### config.mk
export PLATFORM = sky130hd
export DESIGN_NAME = single_port_ram_arbiter
export DESIGN_NICKNAME = d
export VERILOG_FILES = /design/src/rtl/single_port_ram_arbiter.sv
export SDC_FILE = /design/constraint.sdc
export NUM_CORES = 1
export LEC_CHECK = 0
export ABC_CLOCK_PERIOD_IN_PS = 2250
export CORE_AREA = 2 2 62 64
export CTS_BUF_LIST = sky130_fd_sc_hd__clkbuf_4 sky130_fd_sc_hd__clkbuf_8 sky130_fd_sc_hd__clkbuf_16
export DETAILED_ROUTE_END_ITERATION = 8
export DIE_AREA = 0 0 64 66
export DONT_BUFFER_PORTS = 1
export PLACE_DENSITY_LB_ADDON = 0.3
export REMOVE_ABC_BUFFERS = 1
export SYNTH_ARGS = -nofsm -noshare
export SYNTH_HDL_FRONTEND = slang
export SYNTH_SLANG_ARGS = --single-unit
export TNS_END_PERCENT = 10
### constraint.sdc
create_clock -name clk -period 2.25 [get_ports clk]
set_clock_uncertainty 0.05 [all_clocks]
set_input_delay 0.225 -clock clk [delete_from_list [all_inputs] [get_ports clk]]
set_output_delay 0.225 -clock clk [all_outputs]
set_load 0.03 [all_outputs]
### src/rtl/single_port_ram_arbiter.sv
// Round-robin arbiter and sequencer that puts two requesters (A, B) onto one
// single-port synchronous RAM, one write or one registered read at a time.
//
// Ports:
//   clk, reset            rising-edge clock, async active-high reset
//   a_req/a_we/a_addr/a_wdata  requester A command, held until a_gnt
//   a_gnt                 one-cycle pulse when A's command is on the RAM port
//   a_rdata/a_rvalid      A read return, a_rvalid pulses for one cycle
//   b_*                   same set for requester B
//   ram_en/ram_we/ram_addr/ram_wdata  RAM command port
//   ram_rdata             RAM read data, valid the cycle after a read strobe
//   busy                  high whenever an operation is in progress
module single_port_ram_arbiter #(
    parameter int data_width = 8,
    parameter int addr_width = 8
) (
    input  logic                  clk,
    input  logic                  reset,

    input  logic                  a_req,
    input  logic                  a_we,
    input  logic [addr_width-1:0] a_addr,
    input  logic [data_width-1:0] a_wdata,
    output logic                  a_gnt,
    output logic [data_width-1:0] a_rdata,
    output logic                  a_rvalid,

    input  logic                  b_req,
    input  logic                  b_we,
    input  logic [addr_width-1:0] b_addr,
    input  logic [data_width-1:0] b_wdata,
    output logic                  b_gnt,
    output logic [data_width-1:0] b_rdata,
    output logic                  b_rvalid,

    output logic                  ram_en,
    output logic                  ram_we,
    output logic [addr_width-1:0] ram_addr,
    output logic [data_width-1:0] ram_wdata,
    input  logic [data_width-1:0] ram_rdata,

    output logic                  busy
);

    typedef enum logic [1:0] {
        IDLE,
        ACCESS,
        RDWAIT
    } state_t;

    state_t state;
    state_t state_nxt;

    logic last_b;
    logic owner_b;
    logic cmd_we;
    logic sel;
    logic pick_b;

    // B wins only if A is absent or A was served last.
    always_comb begin
        sel    = a_req | b_req;
        pick_b = b_req & (~a_req | ~last_b);
    end

    always_ff @(posedge clk or posedge reset) begin
        if (reset) begin
            state <= IDLE;
        end else begin
            state <= state_nxt;
        end
    end

    always_comb begin
        state_nxt = state;
        unique case (state)
            IDLE: begin
                if (sel) begin
                    state_nxt = ACCESS;
                end
            end
            ACCESS: begin
                state_nxt = cmd_we ? IDLE : RDWAIT;
            end
            RDWAIT: begin
                state_nxt = IDLE;
            end
            default: begin
                state_nxt = IDLE;
            end
        endcase
    end

    // The command is captured straight into the RAM port registers, so the
    // RAM never sees a combinational path from the requesters.
    always_ff @(posedge clk or posedge reset) begin
        if (reset) begin
            last_b    <= 1'b1;
            owner_b   <= 1'b0;
            cmd_we    <= 1'b0;
            ram_addr  <= '0;
            ram_wdata <= '0;
        end else if (state == IDLE && sel) begin
            last_b    <= pick_b;
            owner_b   <= pick_b;
            cmd_we    <= pick_b ? b_we : a_we;
            ram_addr  <= pick_b ? b_addr : a_addr;
            ram_wdata <= pick_b ? b_wdata : a_wdata;
        end
    end

    always_ff @(posedge clk or posedge reset) begin
        if (reset) begin
            a_rvalid <= 1'b0;
            b_rvalid <= 1'b0;
            a_rdata  <= '0;
            b_rdata  <= '0;
        end else begin
            a_rvalid <= (state == RDWAIT) & ~owner_b;
            b_rvalid <= (state == RDWAIT) & owner_b;
            if (state == RDWAIT && !owner_b) begin
                a_rdata <= ram_rdata;
            end
            if (state == RDWAIT && owner_b) begin
                b_rdata <= ram_rdata;
            end
        end
    end

    assign ram_en = (state == ACCESS);
    assign ram_we = ram_en & cmd_we;
    assign a_gnt  = ram_en & ~owner_b;
    assign b_gnt  = ram_en & owner_b;
    assign busy   = (state != IDLE);

endmodule

---- Word level (Yosys, flattened, before mapping) ----
Cells that the tools add are included.
cells by class
  bitwise gates (word level) .............. 11
  reduce and logical (&&, ||, !) cells .... 6
  mux-type cells .......................... 6
  eq/ne operators ......................... 3
operator list
  kind                                                                    count
  8-bit 2-to-1 mux                                                        2
  1-bit bitwise AND                                                       6
  2-bit 2-to-1 mux                                                        2
  2-bit case mux with 2 select lines                                      1
  1-bit logical AND                                                       3
  1-bit NOT                                                               3
  2-bit by 1-bit equality test with 1-bit output (second input constant)  1
  2-bit equality test (second input constant)                             1
  2-bit zero test                                                         1
  2-bit inequality test (second input constant)                           1
  1-bit bitwise OR                                                        2
  2-bit nonzero test                                                      1
  1-bit zero test                                                         1
  1-bit 2-to-1 mux                                                        1
word-level totals
  logic and storage cells ................. 36
  output and inout bits ................... 39
  register bits after elaboration ......... 39
  bits of input ports ..................... 46

---- Longest topological paths before layout ----
  word-level depth ........................ 4
  depth in mapped cells ................... 5
  mapped depth without buffers ............ 3

---- Worst setup path before layout ----
Ideal clock, no wire load.
  path kind ............................... register to register
  from .................................... reg state[0]
  to ...................................... reg ram_addr[1]
  arrival ................................. 1533 ps
  period minus slack after synthesis ...... 1710 ps
  path buffers ............................ 2
  library setup time ...................... 128 ps
  required time ........................... 2072 ps
  path slack .............................. 540 ps
  stages on the path, launching flop included .. 6
  cells stage by stage .................... dfrtp_1 -> or2_0 -> clkbuf_2 -> nor2_8 -> buf_6 -> mux2_1
on the way
  cells in the longest elaborated chain, start to end .. 2
RTL lines
  what                      line  source
  start: declaration        51    state_t state;
  start signal: assignment  70    state <= state_nxt;
  2-bit zero test           103   end else if (state == IDLE && sel) begin
  1-bit logical AND         103
  end signal: assignment    107   ram_addr <= pick_b ? b_addr : a_addr;
  end: declaration          38    output logic [addr_width-1:0] ram_addr,
Every way passes these cells.
A chain may end at the register's enable or synchronous reset.

---- Worst setup path in the final report ----
  from .................................... reg state[1]
  to ...................................... out ram_we
on the way
  cells in the longest elaborated chain, start to end .. 2
RTL lines
  what                                            line  source
  2-bit by 1-bit equality test with 1-bit output  130   assign ram_en = (state == ACCESS);
  named net ram_en                                36    output logic ram_en,
  1-bit bitwise AND                               131   assign ram_we = ram_en & cmd_we;
  end: declaration                                37    output logic ram_we,
The timed path passes the listed nets, and every way through them passes these cells.

==> summary.md <==
| Metric | Value |
|---|---|
| Status | `finished clean` |
| Tmin final | `1.80 ns` |
| Slew Viols, Final | `0` |
| Drt pass-1 iters | `2` |
| Height of the die | `around 66 um` |
| # hold bufs at CTS | `9` |
| CP cell instances | `nand2b_1 > inv_1 > and2_1` |
| R2R cell count | `4` |
| Req. time, crit path | `1.98 ns` |
| Fmax | `557 MHz` |
| I/O Pins | `85` |
| Reg clk slew, reported paths | `between 0.1 and 0.15 ns` |
| Fin area | `0.00196 sq mm` |
| Hold Startpoint | `a_wdata[4]` |
| Clock share of power | `11.3%` |
| Count of max-cap constraint violations | `0` |
| Final worst path period share | `between 70% and 80%` |
| Post-Place Cell Area | `approximately 0.0018 sq mm` |
| Fill cells | `between 200 and 300` |
| Area Overhead vs Synth | `10.6%` |
| Asr flop ratio synth | `100%` |
| Worst path top cell family by delay | `simple AND/OR/NAND/NOR gates` |
| Worst Setup Start Kind | `flop` |
| CP Class | `reg2out` |
| Seq/Total Area, Yosys | `55.2%` |
| CTS sink cnt | `39` |
| Vias in the first global route | `1019` |
| Via count | `~940` |
| Combinational share of power | `slightly below 30%` |
| Die area | `~0.0042 sq mm` |
| WP depth | `3` |
| HP Class | `in2reg` |
| Synth unique cells | `20` |
| I/O Buffers | `0` |
| Slew margin rel. | `57.8%` |
| EDFF count, synth | `0` |
| DR DRC count | `0` |
| CTS tree | `built` |
| #FFs+latches synth | `39` |
| Leak | `between 0.8 and 0.9 nW` |
| Int Pwr | `approximately 1.7 mW` |
| Final hold vios | `0` |
| Postcts setup bufs | `0` |
| Cell Rows | `22` |
| Initial antenna violation count | `0` |
| Critical Path End Type | `output port` |
| Psw | `~1.5 mW` |
| Std-Cell Core Area | `~0.0036 sq mm` |
| Max incr delay on CP | `approximately 0.41 ns` |
| Sw Ratio | `~46%` |
| Most common cell after layout, fill and taps aside | `dfrtp_1` |
| DR iter-0 viols | `27` |
| Syn Area/Cell | `roughly 16 sq um` |
| Ys flop type | `dfrtp_1` |
| Worst path bufs/invs | `1` |
| Synth warn | `0` |
| Clock root cell | `clkbuf_4` |
| Setup violators final | `0` |
| Syn Std Cell Area | `0.00177 sq mm` |
| WL final | `3090 um` |
| Worst-path fanout max | `4` |
| WL/cell | `around 18 um` |
| Commonest non-fill, non-tap cells in the layout | `dfrtp_1, mux2_2, mux2_4, dlygate4sd3_1, clkbuf_4` |
| VDD IR max | `between 600 and 700 uV` |
| Critical path launch point | `state[1]` |
| Hold path cells | `2` |
| RSZ-0062 raised after global routing | `no` |
| RR Startpoint | `last_b` |
| Initial Utilization | `between 40 and 50%` |
| Nets | `between 150 and 200` |
| Worst Tran Pin Value | `0.633 ns` |
| Diode count | `0` |
| CP max-delay cell | `dfrtp_1` |
| Via density | `~5.4` |
| Cells after Synth | `112` |
| Layout cell share with drive strength beyond 1 | `~49%` |
| Final GP Congestion | `0.698` |
| Crit path arrival time | `1.52 ns` |
| DP Wirelength | `roughly 2200 um` |
| # resized after CTS | `0` |
| Setup TNS | `0 ns` |
| GR Overflow Total | `0` |
| TritonCTS Buffers | `5` |
| Clk_lat worst skew | `between 0.3 and 0.4 ns` |
| Die X | `64 um` |
| Number of nets still failing antenna checks after routing | `0` |
| Global-route usage over all layers | `around 15%` |
| First-pass GRT wire length | `4870 um` |
| Post-layout utilization of the core | `a little under three fifths` |
| Power Density | `1640 mW/mm^2` |
| Part of the power in registers | `roughly three fifths` |
| Largest net degree at the start of global routing | `24` |
| H-tree lvl count | `2` |
| Clock Tree Buf Depth | `2` |
==> synthesized netlist by cell type, types with 2 or more instances <==
cell,number,area [sq um]
dfrtp_1,38,951
and2_1,2,12.5
o21ai_0,2,10.0
inv_1,3,11.3
mux2_4,16,240
nor2_1,3,11.3
buf_6,2,22.5
mux2_2,33,372
o31ai_1,2,15.0
==> path summary, 6_finish.rpt <==
check	slack (ns)	endpoint
max in group asynchronous	1.05	ram_addr[7]
min reg2reg	0.40	state[1]
max reg2reg	0.47	ram_addr[1]
min in group asynchronous	0.36	cmd_we
min	0.11	ram_wdata[4]
max	0.45	ram_we
==> final cells by class <==
cell class,count,area (sq um),share of cell area (%)
sequential,39,977,49.9
multi-input combinational,65,729,37.3
timing repair buffer,13,120,6.13
clock buffer,8,60.1,3.07
tap,48,60.1,3.07
inverter,3,11.3,0.575
==> state kept, by name (all words and copies together) (netlist names) <==
register	count
cmd_we	1
owner_b	1
last_b	1
b_rvalid	1
state	2
a_rvalid	1
ram_addr	8
b_rdata	8
ram_wdata	8
a_rdata	8
==> stage by stage <==
stage / hold slack, ns / setup WS, ns / instances / total power [mW]
floorplan: 0.326 / 0.372 / 107 / 2.66
global placement: 0.172 / 0.538 / 159 / 2.82
detailed placement: 0.182 / 0.478 / 159 / 2.88
CTS: 0.0999 / 0.438 / 176 / 3.25
global route: 0.0939 / 0.367 / 176 / 3.39
finish: 0.111 / 0.455 / 176 / 3.22
==> power groups by stage <==
stage | Sequential (mW) | Clock, mW | Combinational, mW
floorplan | 1.85 | 0 | 0.813
global placement | 1.92 | 0 | 0.907
detailed placement | 1.93 | 0 | 0.943
CTS | 1.92 | 0.377 | 0.960
global route | 1.95 | 0.409 | 1.02
finish | 1.91 | 0.365 | 0.945
==> cell families after synthesis <==
kind of cell,share of synthesized area (%)
DFF,55.2
AOI/OAI and AO/OA,1.98
and+or+nand+nor,4.03
buffers and inverters,3.60
muxes,35.2
==> per-layer routing <==
metal,share of wire [%],wire [um],vias up,track usage (%)
li1,-,-,427,-
met1,37,1160,471,16.9
met2,54,1660,38,26.8
met3,7.1,220,6,5.62
met4,1.6,49,0,6.52
met5,0,0,-,0
No activity file was read; power rests on OpenSTA's default activity.
